### src/rtl/uart_tx_sched.sv
// Round-robin scheduler sharing one UART byte transmitter between NREQ burst requesters.
// Latency: request in IDLE -> grant 2 cycles later, first tx_start/pop 3 cycles later; tx_done -> next tx_start 2 cycles.
// Backpressure: no grant while tx_busy_i is high in IDLE; each byte waits for tx_done_i or times out after TIMEOUT cycles.
module uart_tx_sched #(
  parameter int          NREQ       = 4,
  parameter int          MAXLEN     = 8,
  parameter int          GAP_CYCLES = 1250,
  parameter logic [19:0] TIMEOUT    = 20'd1048575
) (
  input  logic                   clk,
  input  logic                   nrst,
  input  logic [NREQ-1:0]        req_i,
  input  logic [4*NREQ-1:0]      len_i,
  input  logic [8*NREQ-1:0]      data_i,
  input  logic [1:0]             baud_req_i,
  input  logic                   tx_busy_i,
  input  logic                   tx_done_i,
  output logic [NREQ-1:0]        gnt_o,
  output logic [NREQ-1:0]        pop_o,
  output logic                   tx_start_o,
  output logic [7:0]             tx_data_o,
  output logic [1:0]             baud_sel_o,
  output logic                   busy_o,
  output logic                   err_o
);

  localparam int              IW        = $clog2(NREQ);
  localparam logic [3:0]      MAXLEN_L  = 4'(MAXLEN);
  localparam logic [19:0]     GAP_LAST  = 20'(GAP_CYCLES - 1);
  localparam logic [19:0]     TO_LAST   = TIMEOUT - 20'd1;
  localparam logic [NREQ-1:0] ONE_HOT0  = NREQ'(1);

  typedef enum logic [2:0] {S_IDLE, S_ARB, S_LOAD, S_WAIT, S_GAP} state_t;

  state_t          state_q, state_d;
  logic [IW-1:0]   ptr_q, ptr_d;
  logic [IW-1:0]   idx_q, idx_d;
  logic [NREQ-1:0] gnt_q, gnt_d;
  logic [NREQ-1:0] pop_q, pop_d;
  logic            tx_start_q, tx_start_d;
  logic [7:0]      tx_data_q, tx_data_d;
  logic [1:0]      baud_q, baud_d;
  logic            err_q, err_d;
  logic [3:0]      rem_q, rem_d;
  logic [19:0]     tcnt_q, tcnt_d;
  logic [19:0]     gcnt_q, gcnt_d;

  logic            pick_vld;
  logic [IW-1:0]   pick_idx;
  logic [3:0]      len_sel;
  logic [3:0]      len_clamp;
  int              cand;

  // Round-robin pick: scan offsets downward so the smallest offset from ptr wins.
  always_comb begin
    pick_vld = 1'b0;
    pick_idx = '0;
    cand     = 0;
    for (int k = NREQ - 1; k >= 0; k--) begin
      cand = int'(ptr_q) + k;
      if (cand >= NREQ) cand = cand - NREQ;
      if (req_i[cand]) begin
        pick_vld = 1'b1;
        pick_idx = IW'(cand);
      end
    end
    len_sel   = len_i[{pick_idx, 2'b00} +: 4];
    len_clamp = (len_sel > MAXLEN_L) ? MAXLEN_L : len_sel;
  end

  // Next-state and registered-output logic; pulses default low every cycle.
  always_comb begin
    state_d    = state_q;
    ptr_d      = ptr_q;
    idx_d      = idx_q;
    gnt_d      = gnt_q;
    pop_d      = '0;
    tx_start_d = 1'b0;
    tx_data_d  = tx_data_q;
    baud_d     = baud_q;
    err_d      = 1'b0;
    rem_d      = rem_q;
    tcnt_d     = tcnt_q;
    gcnt_d     = '0;
    case (state_q)
      S_IDLE: begin
        // Baud only tracks the request between bursts.
        baud_d = baud_req_i;
        if ((|req_i) && !tx_busy_i) state_d = S_ARB;
      end
      S_ARB: begin
        if (pick_vld) begin
          ptr_d = (int'(pick_idx) == NREQ - 1) ? '0 : pick_idx + 1'b1;
          idx_d = pick_idx;
          rem_d = len_clamp;
          if (len_clamp == 4'd0) begin
            // Zero-length burst: consume the turn, never launch.
            gnt_d   = '0;
            state_d = S_GAP;
          end else begin
            gnt_d   = ONE_HOT0 << pick_idx;
            state_d = S_LOAD;
          end
        end else begin
          // Request vanished between IDLE and ARB.
          state_d = S_IDLE;
        end
      end
      S_LOAD: begin
        tx_data_d  = data_i[{idx_q, 3'b000} +: 8];
        pop_d      = ONE_HOT0 << idx_q;
        tx_start_d = 1'b1;
        rem_d      = rem_q - 4'd1;
        tcnt_d     = '0;
        state_d    = S_WAIT;
      end
      S_WAIT: begin
        if (tx_done_i) begin
          if ((rem_q != 4'd0) && req_i[idx_q]) begin
            state_d = S_LOAD;
          end else begin
            gnt_d   = '0;
            state_d = S_GAP;
          end
        end else if (tcnt_q == TO_LAST) begin
          // Transmitter never answered: drop the rest of the burst.
          err_d   = 1'b1;
          gnt_d   = '0;
          state_d = S_GAP;
        end else begin
          tcnt_d = tcnt_q + 20'd1;
        end
      end
      S_GAP: begin
        if (gcnt_q == GAP_LAST) state_d = S_IDLE;
        else                    gcnt_d  = gcnt_q + 20'd1;
      end
      default: state_d = S_IDLE;
    endcase
  end

  // State and output registers; reset aborts any burst immediately.
  always_ff @(posedge clk or negedge nrst) begin
    if (!nrst) begin
      state_q    <= S_IDLE;
      ptr_q      <= '0;
      idx_q      <= '0;
      gnt_q      <= '0;
      pop_q      <= '0;
      tx_start_q <= 1'b0;
      tx_data_q  <= 8'h00;
      baud_q     <= 2'b11;
      err_q      <= 1'b0;
      rem_q      <= '0;
      tcnt_q     <= '0;
      gcnt_q     <= '0;
    end else begin
      state_q    <= state_d;
      ptr_q      <= ptr_d;
      idx_q      <= idx_d;
      gnt_q      <= gnt_d;
      pop_q      <= pop_d;
      tx_start_q <= tx_start_d;
      tx_data_q  <= tx_data_d;
      baud_q     <= baud_d;
      err_q      <= err_d;
      rem_q      <= rem_d;
      tcnt_q     <= tcnt_d;
      gcnt_q     <= gcnt_d;
    end
  end

  assign gnt_o      = gnt_q;
  assign pop_o      = pop_q;
  assign tx_start_o = tx_start_q;
  assign tx_data_o  = tx_data_q;
  assign baud_sel_o = baud_q;
  assign err_o      = err_q;
  assign busy_o     = (state_q != S_IDLE);

endmodule
### config.mk
export PLATFORM = sky130hd
export DESIGN_NAME = uart_tx_sched
export DESIGN_NICKNAME = d
export VERILOG_FILES = /design/src/rtl/uart_tx_sched.sv
export SDC_FILE = /design/constraint.sdc
export NUM_CORES = 1
export LEC_CHECK = 0
export BUFFER_PORTS_ARGS = -buffer_cell sky130_fd_sc_hd__buf_2
export CAP_MARGIN = 30
export CORE_ASPECT_RATIO = 0.8
export CORE_MARGIN = 3
export CORE_UTILIZATION = 59
export DETAILED_ROUTE_END_ITERATION = 10
export GPL_TIMING_DRIVEN = 0
export PLACE_DENSITY = 0.85
export SLEW_MARGIN = 20
export SYNTH_ARGS = -nofsm -noshare
export SYNTH_HDL_FRONTEND = slang
export SYNTH_SLANG_ARGS = --single-unit
### constraint.sdc
create_clock -name clk -period 4.75 [get_ports clk]
set_input_delay 0.475 -clock clk [delete_from_list [all_inputs] [get_ports clk]]
set_output_delay 0.475 -clock clk [all_outputs]
set_load 0.005 [all_outputs]
== After elaboration in Yosys (flattened, before gate mapping) ==
Cells that the tools add are included.
Widths: inputs -> output; s select.

* Output and inout bits: 21
* Bits in registers: 71
* Logic and storage cells: 121

* Reduce and logical (&&, ||, !) cells: 16
* Magnitude comparators: 10
* Muxes and demuxes: 54
* Equality and inequality tests: 14
* Shift operators: 4
* Add/sub/neg operators: 11

{| class="wikitable"
|+ Operator list
! kind !! number
|-
| $lt 32x4->1 const B || 4
|-
| $mux 32 || 4
|-
| $mux 20 || 4
|-
| $add 20x1->20 const B || 2
|-
| $pmux 20 s2 || 1
|-
| $mux 4 || 8
|-
| $shiftx 32x6->8 || 1
|-
| $mux 3 || 7
|-
| $eq 20x11->1 const B || 1
|-
| $eq 20x20->1 const B || 1
|-
| $mux 1 || 17
|-
| $pmux 4 s2 || 2
|-
| $shiftx 16x5->4 || 1
|-
| $pmux 3 s5 || 1
|-
| $sub 3x3->4 const B || 3
|-
| $bmux 1 s2 || 5
|-
| $mux 2 || 5
|-
| $ne 2x2->1 const B || 5
|-
| $ge 3x3->1 const B || 3
|-
| $shl 1x2->4 const A || 2
|-
| $add 2x2->3 const B || 2
|-
| $eq 3x2->1 const B || 2
|-
| $ne 3x3->1 const B || 2
|-
| $reduce_and 3->1 || 2
|-
| 20 further kinds || 24
|}

== Longest topological paths before layout ==
Gate-level depths: netlist of the first run.

* Word-level depth: 17
* Mapped depth: 9
* Mapped depth without buffers: 8

== Least setup slack after synthesis of the first run ==
No wires, ideal clock.

* Kind: in2reg
* Start point: in req_i[0]
* End point: reg gnt_q[0] (netlist: gnt_o[0])
* Arrival time: 1939 ps
* Slack: 2745 ps
* Path buffers: 0
* Stages: 6
* Data required time: 4684 ps
* Cell sequence: nor2b_1 -> and2b_2 -> nor3_4 -> mux2_2 -> a41oi_4 -> a22o_1

* Longest elaborated chain between the ends: 14
* Elaborated cells on any way between the ends: 34

{| class="wikitable"
|+ RTL lines
! item !! RTL line !! source
|-
| start: declaration || 12 || <nowiki>input logic [NREQ-1:0] req_i,</nowiki>
|-
| $bmux 1 s2 || 62 || <nowiki>if (req_i[cand]) begin</nowiki>
|-
| $mux 1 (implied by the code) (2 in a row) || 62 ||
|-
| $mux 2 (3 in a row) || 62 ||
|-
| $mux 2 (*) || 62 ||
|-
| named net pick_idx[0] || 49 || <nowiki>logic [IW-1:0] pick_idx;</nowiki>
|-
| $shiftx 16x5->4 || 67 || <nowiki>len_sel = len_i[{pick_idx, 2'b00} +: 4];</nowiki>
|-
| $gt 4x4->1 || 68 || <nowiki>len_clamp = (len_sel > MAXLEN_L) ? MAXLEN_L : len_sel;</nowiki>
|-
| $mux 4 || 68 ||
|-
| $logic_not 4->1 || 96 || <nowiki>if (len_clamp == 4'd0) begin</nowiki>
|-
| $mux 4 (*) || 96 ||
|-
| $mux 4 (*) || 92 || <nowiki>if (pick_vld) begin</nowiki>
|-
| $pmux 4 s2 (*) || 85 || <nowiki>case (state_q)</nowiki>
|-
| end signal: assignment || 161 || <nowiki>gnt_q <= gnt_d;</nowiki>
|-
| end: declaration || 38 || <nowiki>logic [NREQ-1:0] gnt_q, gnt_d;</nowiki>
|}

The timed path passes the listed nets; every way through them passes the cells marked *. The select of a mux whose other input is x is not followed.
A chain may end at the register's enable or synchronous reset.

== Worst setup path after layout of the first run ==
* Start point: in req_i[2]
* End point: reg state_q[2]

* Longest elaborated chain between the ends: 14
* Elaborated cells on any way between the ends: 36

{| class="wikitable"
|+ RTL lines
! item !! RTL line !! source
|-
| $bmux 1 s2 || 62 ||
|-
| $mux 1 (implied by the code) (2 in a row) || 62 ||
|-
| $mux 2 (4 in a row) || 62 ||
|-
| $shiftx 16x5->4 || 67 ||
|-
| $gt 4x4->1 || 68 ||
|-
| $mux 4 || 68 ||
|-
| $logic_not 4->1 || 96 ||
|-
| $mux 3 || 96 ||
|-
| $mux 3 || 92 ||
|-
| $pmux 3 s5 || 85 ||
|-
| end signal: assignment || 158 || <nowiki>state_q <= state_d;</nowiki>
|-
| end: declaration || 35 || <nowiki>state_t state_q, state_d;</nowiki>
|}

Several ways; a longest one is shown, not always the timed one. The select of a mux whose other input is x is not followed.

==> flow_summary.ini, run 1 <==
[status]
run_status = complete, no violations

[timing]
slew_violations = 0
tns_ns = 0
finalClockSkew_ns = 0.00861
rsz0062_at_grt = false
worst_slack_ns = 2.59
timing.hold.ws_ns = 0.367
slew_headroom_pct = 43.9
post-route-min-period_ns = 2.16
finalHoldViolations = 0
fmax_ghz = 0.463
period_share_pct = 45.4
setup_viol = 0
tightest_slew_ns = 0.834

[power]
power_mw = 2.14
vdd_ir_drop_max_mv = 0.256
leakage_nw = 2.16
p_per_area_mw_per_mm2 = 476

[detailed_routing]
routedLengthMet1_mm = 3.82
wl_mm = 8.20
viasPerCell = 5.52
top_layer = met4
dr.pass1.iters = 4
wl_per_cell_um = 14.7
vias = 3073
ant_nets = 0
wl_met2_mm = 3.84
drc = 0
dr.first_iter.drc_count = 197
met3_length_um = 426

[clocking]
insertion_delay_ns = 0.35
cts_max_path_buffers = 2
cts_root_buf = clkbuf_8
numCtsBuffers = 9
ctsResizeCount = 0
path_clk_slew_ns = 0.07
clkSinkCount = 71
htreeDepth = 3
cts_tree = yes

[critical_path]
cp.required_ns = 4.98
arrival_ns = 2.38
crit_chain = buf_2, nor4_1, or3_2, clkbuf_8, nor2_1, a22oi_1, nand4b_1, a22oi_1
endpoint_kind = flip-flop
critPathMaxFanout = 9
critical_path_class = primary input to flip-flop
crit_path_frequent_cell = a22oi_1
crit_path_max_incr_delay_ns = 0.73
cp-start-kind = primary input
slowest_stage = nor4_1
path_buf_inv = 2
crit_family = simple AND/OR/NAND/NOR gates

[floorplanning]
fp.coreArea_mm2 = 0.00607
fp-row-count = 25
die_y_um = 77.9
initial_core_util_pct = 62.7
die_area_mm2 = 0.00746
die_width_um = 95.8
pin_count = 79

[grt]
antenna_found_initial = 0
grt_usage_pct = 23.7
grt_pass1_vias = 3040
grt_max_degree = 60
grt_overflow_total = 0
grt_pass1_wl_mm = 13.9

[final_layout]
area_growth_pct = 18.2
final_cells = 557
layout.nets = 539
final_common_cell = buf_2
drive_above_1_share_pct = 25.2
stdcell_area_mm2 = 0.00450
fin_util_pct = 74.2
diodes = 0
mostFrequentLayoutCells = 81 x buf_2, 69 x dfrtp_1, 57 x nor2_1

[synthesis]
ys_warn_count = 0
yosysTopAreaCell = dfrtp_1
syn_area_mm2 = 0.00381
synthCells = 380
async_flop_share_pct = 100
synth_flop_cell = dfrtp_1
synth_edf_count = 0
ys_seq_area_share_pct = 46.7
synth_area_leaders = dfrtp_1 45%, nor2_1 5.6%, mux4_2 5.3%, xor2_1 5.3%, nand2_1 5.1%
yosysTopAreaCellShare_pct = 45.3
ys_seq_elements = 71
synth_cell_types = 50
synth_fp_nets = 448
postSynthAreaPerCell_um2 = 10.0

[placement]
pre_cts_slack_ns = 2.32
dp_cells = 540
io_buffer_count = 78
placed_cell_area_mm2 = 0.00433
dp_hpwl_mm = 6.11
routabilityCongestion = 0.830

[job]
drv_cap = 0

[hold_path]
hold_class = primary input to flip-flop
[flip-flops by register name, summed over array words and instances (netlist names)]
name / flops
gcnt_q: 20
tcnt_q: 20
tx_data_o: 8
gnt_o: 4
pop_o: 4
rem_q: 4
state_q: 3
baud_sel_o: 2
idx_q: 2
ptr_q: 2
err_o: 1
tx_start_o: 1
[path summary, 6_finish.rpt]
check | cells past startpoint | endpoint | startpoint | slack (ns)
worst min-delay path | 2 | baud_sel_o[0] | baud_req_i[0] | 0.37
max in group asynchronous | 3 | baud_sel_o[0] | nrst | 3.65
worst min register to register | 2 | tx_data_o[6] | tx_data_o[6] | 0.48
worst max register to register | 6 | gnt_o[0] | ptr_q[1] | 2.62
worst max-delay path | 8 | state_q[2] | req_i[2] | 2.59
min in group asynchronous | 2 | gcnt_q[8] | nrst | 0.52
[Yosys cell counts (5+ instances only)]
cell,count
and3_1,11
ha_1,10
nand4_1,6
nand2_1,52
xor2_1,23
mux4_2,9
clkbuf_1,8
o21ai_0,7
and4_1,5
nand3_1,14
nor3_1,6
nor2_1,57
inv_1,11
mux2_2,6
a21oi_1,10
mux2i_1,9
xnor2_1,9
dfrtp_1,69
[metal layers]
metal / vias to the layer above / global-route usage, %
met4: 0 / 8.24
li1: 1494 / -
met3: 16 / 5.33
met1: 1477 / 32.5
met5: - / 0
met2: 86 / 36.9
[report_power, final]
group	switching, mW	internal (mW)	total [mW]
combinational	0.507	0.394	0.902
clock	0.208	0.204	0.412
sequential	0.0874	0.743	0.830
total	0.803	1.34	2.14
[kinds of logic (layout without fill, tap and decap cells)]
group / after synthesis / in the layout / share of synthesized area [%]
simple gates: 182 / 182 / 23.2
flops: 71 / 71 / 46.7
compound gates: 36 / 36 / 7.00
xor+xnor: 32 / 32 / 7.36
buf+inv: 25 / 121 / 2.96
mux: 24 / 24 / 9.46
fa+ha+maj: 10 / 10 / 3.29
[worst register-to-register path, cell delays in order, from the launching register on]
cell and delay, ns:
dfrtp_1 0.44, mux2i_1 0.15, and2_4 0.17, nor3_4 0.37, mux2_2 0.44, a41oi_4 0.31
a22o_1 0.19
[timing repair]
item                      CTS  global route
hold endpoints to repair   12             0
setup buffers               0             0
hold buffers                1             0
[final cells by class]
class | instances | area [µm²]
Clock buffer | 15 | 156
Clock inverter | 1 | 5.00
Fill cell | 437 | 1570
Sequential cell | 71 | 1780
Buffer | 14 | 71.3
Tap cell | 81 | 101
Inverter | 11 | 41.3
Timing Repair Buffer | 80 | 430
Multi-Input combinational cell | 284 | 1920
Note: power is estimated with default switching activity, not from simulation.
==> run 2: changes to the inputs <==
--- a/config.mk
+++ b/config.mk
@@ -5,14 +5,15 @@
 export SDC_FILE = /design/constraint.sdc
 export NUM_CORES = 1
 export LEC_CHECK = 0
+export ABC_AREA = 1
 export BUFFER_PORTS_ARGS = -buffer_cell sky130_fd_sc_hd__buf_2
 export CAP_MARGIN = 30
 export CORE_ASPECT_RATIO = 0.8
 export CORE_MARGIN = 3
-export CORE_UTILIZATION = 59
+export CORE_UTILIZATION = 56
 export DETAILED_ROUTE_END_ITERATION = 10
 export GPL_TIMING_DRIVEN = 0
-export PLACE_DENSITY = 0.85
+export PLACE_DENSITY = 0.8
 export SLEW_MARGIN = 20
 export SYNTH_ARGS = -nofsm -noshare
 export SYNTH_HDL_FRONTEND = slang
==> constraint.sdc (replaced) <==
create_clock -name clk -period 2.25 [get_ports clk]
set_input_delay 0.225 -clock clk [delete_from_list [all_inputs] [get_ports clk]]
set_output_delay 0.225 -clock clk [all_outputs]
set_load 0.005 [all_outputs]
==> run 2 against run 1 <==
Register-to-register slack lost 2.5 ns. Power rose to 2.7 times the previous value. Combinational power grew to 3.3 times the previous value. Cell area up 14%. Via count grew 34%. Routed wire length is 30% higher. Synthesized cell count increased by 47%. Critical endpoint is now tcnt_q[6]. Highest routed layer unchanged.
==> flow_summary.ini, run 2 <==
[status]
run_status = complete, no violations

[timing]
post-route-min-period_ns = 2.08
finalHoldViolations = 0
slew_headroom_pct = 54.0
setup_viol = 0
tns_ns = 0
rsz0062_at_grt = false
slew_violations = 0
fmax_ghz = 0.480
finalClockSkew_ns = 0.00964
tightest_slew_ns = 0.684
period_share_pct = 92.6

[placement]
io_buffer_count = 78
routabilityCongestion = 0.902
dp_hpwl_mm = 7.91
placed_cell_area_mm2 = 0.00484

[grt]
antenna_found_initial = 0
grt_overflow_total = 0
grt_use_met3_pct = 7.84
grt_busiest_layer = met2
grt_pass1_wl_mm = 18.2
grt_usage_pct = 25.4
use_met1_pct = 36.2
grt_pass1_vias = 3846
grt_max_degree = 58
met2_usage_pct = 38.1

[power]
p_sw_mw = 2.63
leakage_nw = 2.40
p_comb_share_pct = 51.4
p_per_area_mw_per_mm2 = 1140
power_mw = 5.85
clockPowerShare_pct = 19.3
pwr-share-seq_pct = 29.3
p_int_mw = 3.22
vdd_ir_drop_max_mv = 1.04
switching_share_pct = 45.0

[floorplanning]
die_width_um = 104
initial_core_util_pct = 60.0
die_y_um = 84.4
fp-row-count = 27
die_area_mm2 = 0.00877
fp.coreArea_mm2 = 0.00716
pin_count = 79

[synthesis]
synth-xor-area-share_pct = 3.26
async_flop_share_pct = 100
synth_common_cells = 124 x nand2_1, 79 x inv_1, 69 x dfrtp_1
yosysTopAreaCell = dfrtp_1
yosys.area_share.simple_pct = 32.8
synth_compound_area_share_pct = 11.1
synth_top_family_by_area = simple AND/OR/NAND/NOR gates
synth_cell_types = 42
postSynthAreaPerCell_um2 = 7.69
synth_adder_area_share_pct = 2.91
yosysTopAreaCellShare_pct = 40.2
syn_area_mm2 = 0.00430
ys_warn_count = 0
ys_seq_elements = 71
synth_fp_nets = 627
synthCells = 559
synth_flop_cell = dfrtp_1
synth.most_common_cell = nand2_1
synth_area_leaders = dfrtp_1 40%, nand2_1 11%, inv_1 6.9%, nor2_1 4.9%, nand3_1 4.2%
synth_edf_count = 0
synthMuxAreaShare_pct = 0
ys_seq_area_share_pct = 41.4

[detailed_routing]
drc = 0
viasPerCell = 5.42
ant_nets = 0
dr.first_iter.drc_count = 378
wl_mm = 10.7
wl_per_cell_um = 14.1
vias = 4122
dr.pass1.iters = 6

[critical_path]
slowest_stage = dfrtp_1
crit_path_frequent_cell = nand2_1
crit_chain = inv_1, ha_1, nand2_1, nor2_1, nand3_1, or2_1, nand2_1, nand2_1, nand2_4, nor3_2, nand3_1, o21ai_1, a21oi_1
crit_path_max_incr_delay_ns = 0.40
timing.critical_path.from = tcnt_q[0]
r2r_start = tcnt_q[0]
critPathMaxFanout = 9
rr_endpoint = tcnt_q[6]
endpoint_kind = flip-flop
cp.required_ns = 2.50
r2r_slack_ns = 0.17
arrival_ns = 2.33
worstRegToRegCells = 13
critical_path_class = flip-flop to flip-flop
cp-start-kind = flip-flop

[final_layout]
drive_above_1_share_pct = 22.2
stdcell_area_mm2 = 0.00513
layout.nets = 722
diodes = 0
area_growth_pct = 19.4
final_common_cell = nand2_1
fin_util_pct = 71.7
mostFrequentLayoutCells = 122 x nand2_1, 79 x inv_1, 79 x buf_2

[clocking]
htreeDepth = 3
insertion_delay_ns = 0.36
cts_root_buf = clkbuf_8
cts_tree = yes
cts_max_path_buffers = 2
numCtsBuffers = 9
path_clk_slew_ns = 0.08
clkSinkCount = 71

[hold_path]
hold_class = primary input to flip-flop
hp-start = baud_req_i[0]
hold_depth = 3
min_to = baud_sel_o[0]

[job]
drv_cap = 0
## run 2: cell types whose count changed in the layout (fill, tap and decap cells not counted), sizes merged, moves of 8 or more
cell,previous run,this run
clkbuf,24,16
nand4,6,16
and3,11,0
o21ai,8,21
inv,11,83
a22oi,2,10
nand2,52,141
o31ai,0,12
nor3,7,24
mux2i,9,0
xor2,23,13
mux4,9,0
nand3,14,41
## run 2: cells by family (layout without fill, tap and decap cells)
group	count (synthesis)	after routing
buffers and inverters	92	192
and+or+nand+nor	296	296
AOI/OAI and AO/OA	74	74
DFF	71	71
adders and majority gates	10	10
xor gates and xnor gates	16	16
## run 2: worst max-delay path by stage
stage                 endpoint  depth (start not counted)  slack [ns]
floorplan           gcnt_q[16]                         12        0.46
global placement      rem_q[1]                         10        0.17
detailed placement  gcnt_q[16]                         12        0.15
CTS                 gcnt_q[16]                         12         0.1
global route        state_q[1]                         17        0.01
finish               tcnt_q[6]                         13        0.17
## run 2: final cells by class
class	instances	area, µm²
buffer	9	47.5
clock buffer	11	131
clock inverter	5	82.6
fill	588	2030
inverter	83	319
multi-input combinational	396	2190
sequential	71	1780
tap	101	126
timing repair buffer	84	460
## run 2: power by group through the flow
stage          logic, mW  clock network, mW  registers, mW
5_1_grt             3.36               1.22           1.75
3_5_place_dp        2.82                  0           1.73
2_1_floorplan       2.05                  0           1.72
6_report            3.01               1.13           1.71
3_3_place_gp        2.75                  0           1.71
4_1_cts             2.85               1.15           1.70
## run 2: what timing repair did
action / in CTS / in global routing
hold endpoints to repair: 14 / 0
resized for setup: 0 / 10
hold buffers: 1 / 0
setup buffers: 0 / 4
endpoints found under the setup margin: 0 / 16
## run 2: critical path, delay by kind of cell (launching register included)
| kind | cells | cell delay, ns |
|---|---|---|
| AND/OR/NAND/NOR | 9 | 1.00 |
| adder cells (fa/ha/maj) | 1 | 0.21 |
| flip-flops | 1 | 0.40 |
| buffers and inverters | 1 | 0.12 |
| AO/OA/AOI/OAI | 2 | 0.23 |
## run 2: per-layer routing
layer | vias up | part of all wire, %
met5 | - | 0
met4 | 0 | 1.1
met3 | 11 | 9.3
met2 | 170 | 43
met1 | 1907 | 47
li1 | 2034 | -
## run 2: through the flow
| stage | cells | setup WS, ns | hold WS, ns |
|---|---|---|---|
| 5_1_grt | 760 | 0.0110 | 0.0741 |
| 4_1_cts | 756 | 0.0952 | 0.0617 |
| 3_5_place_dp | 739 | 0.149 | 0.0985 |
| 2_1_floorplan | 559 | 0.461 | -0.0706 |
| 3_3_place_gp | 738 | 0.167 | 0.430 |
| 6_report | 760 | 0.166 | 0.0700 |
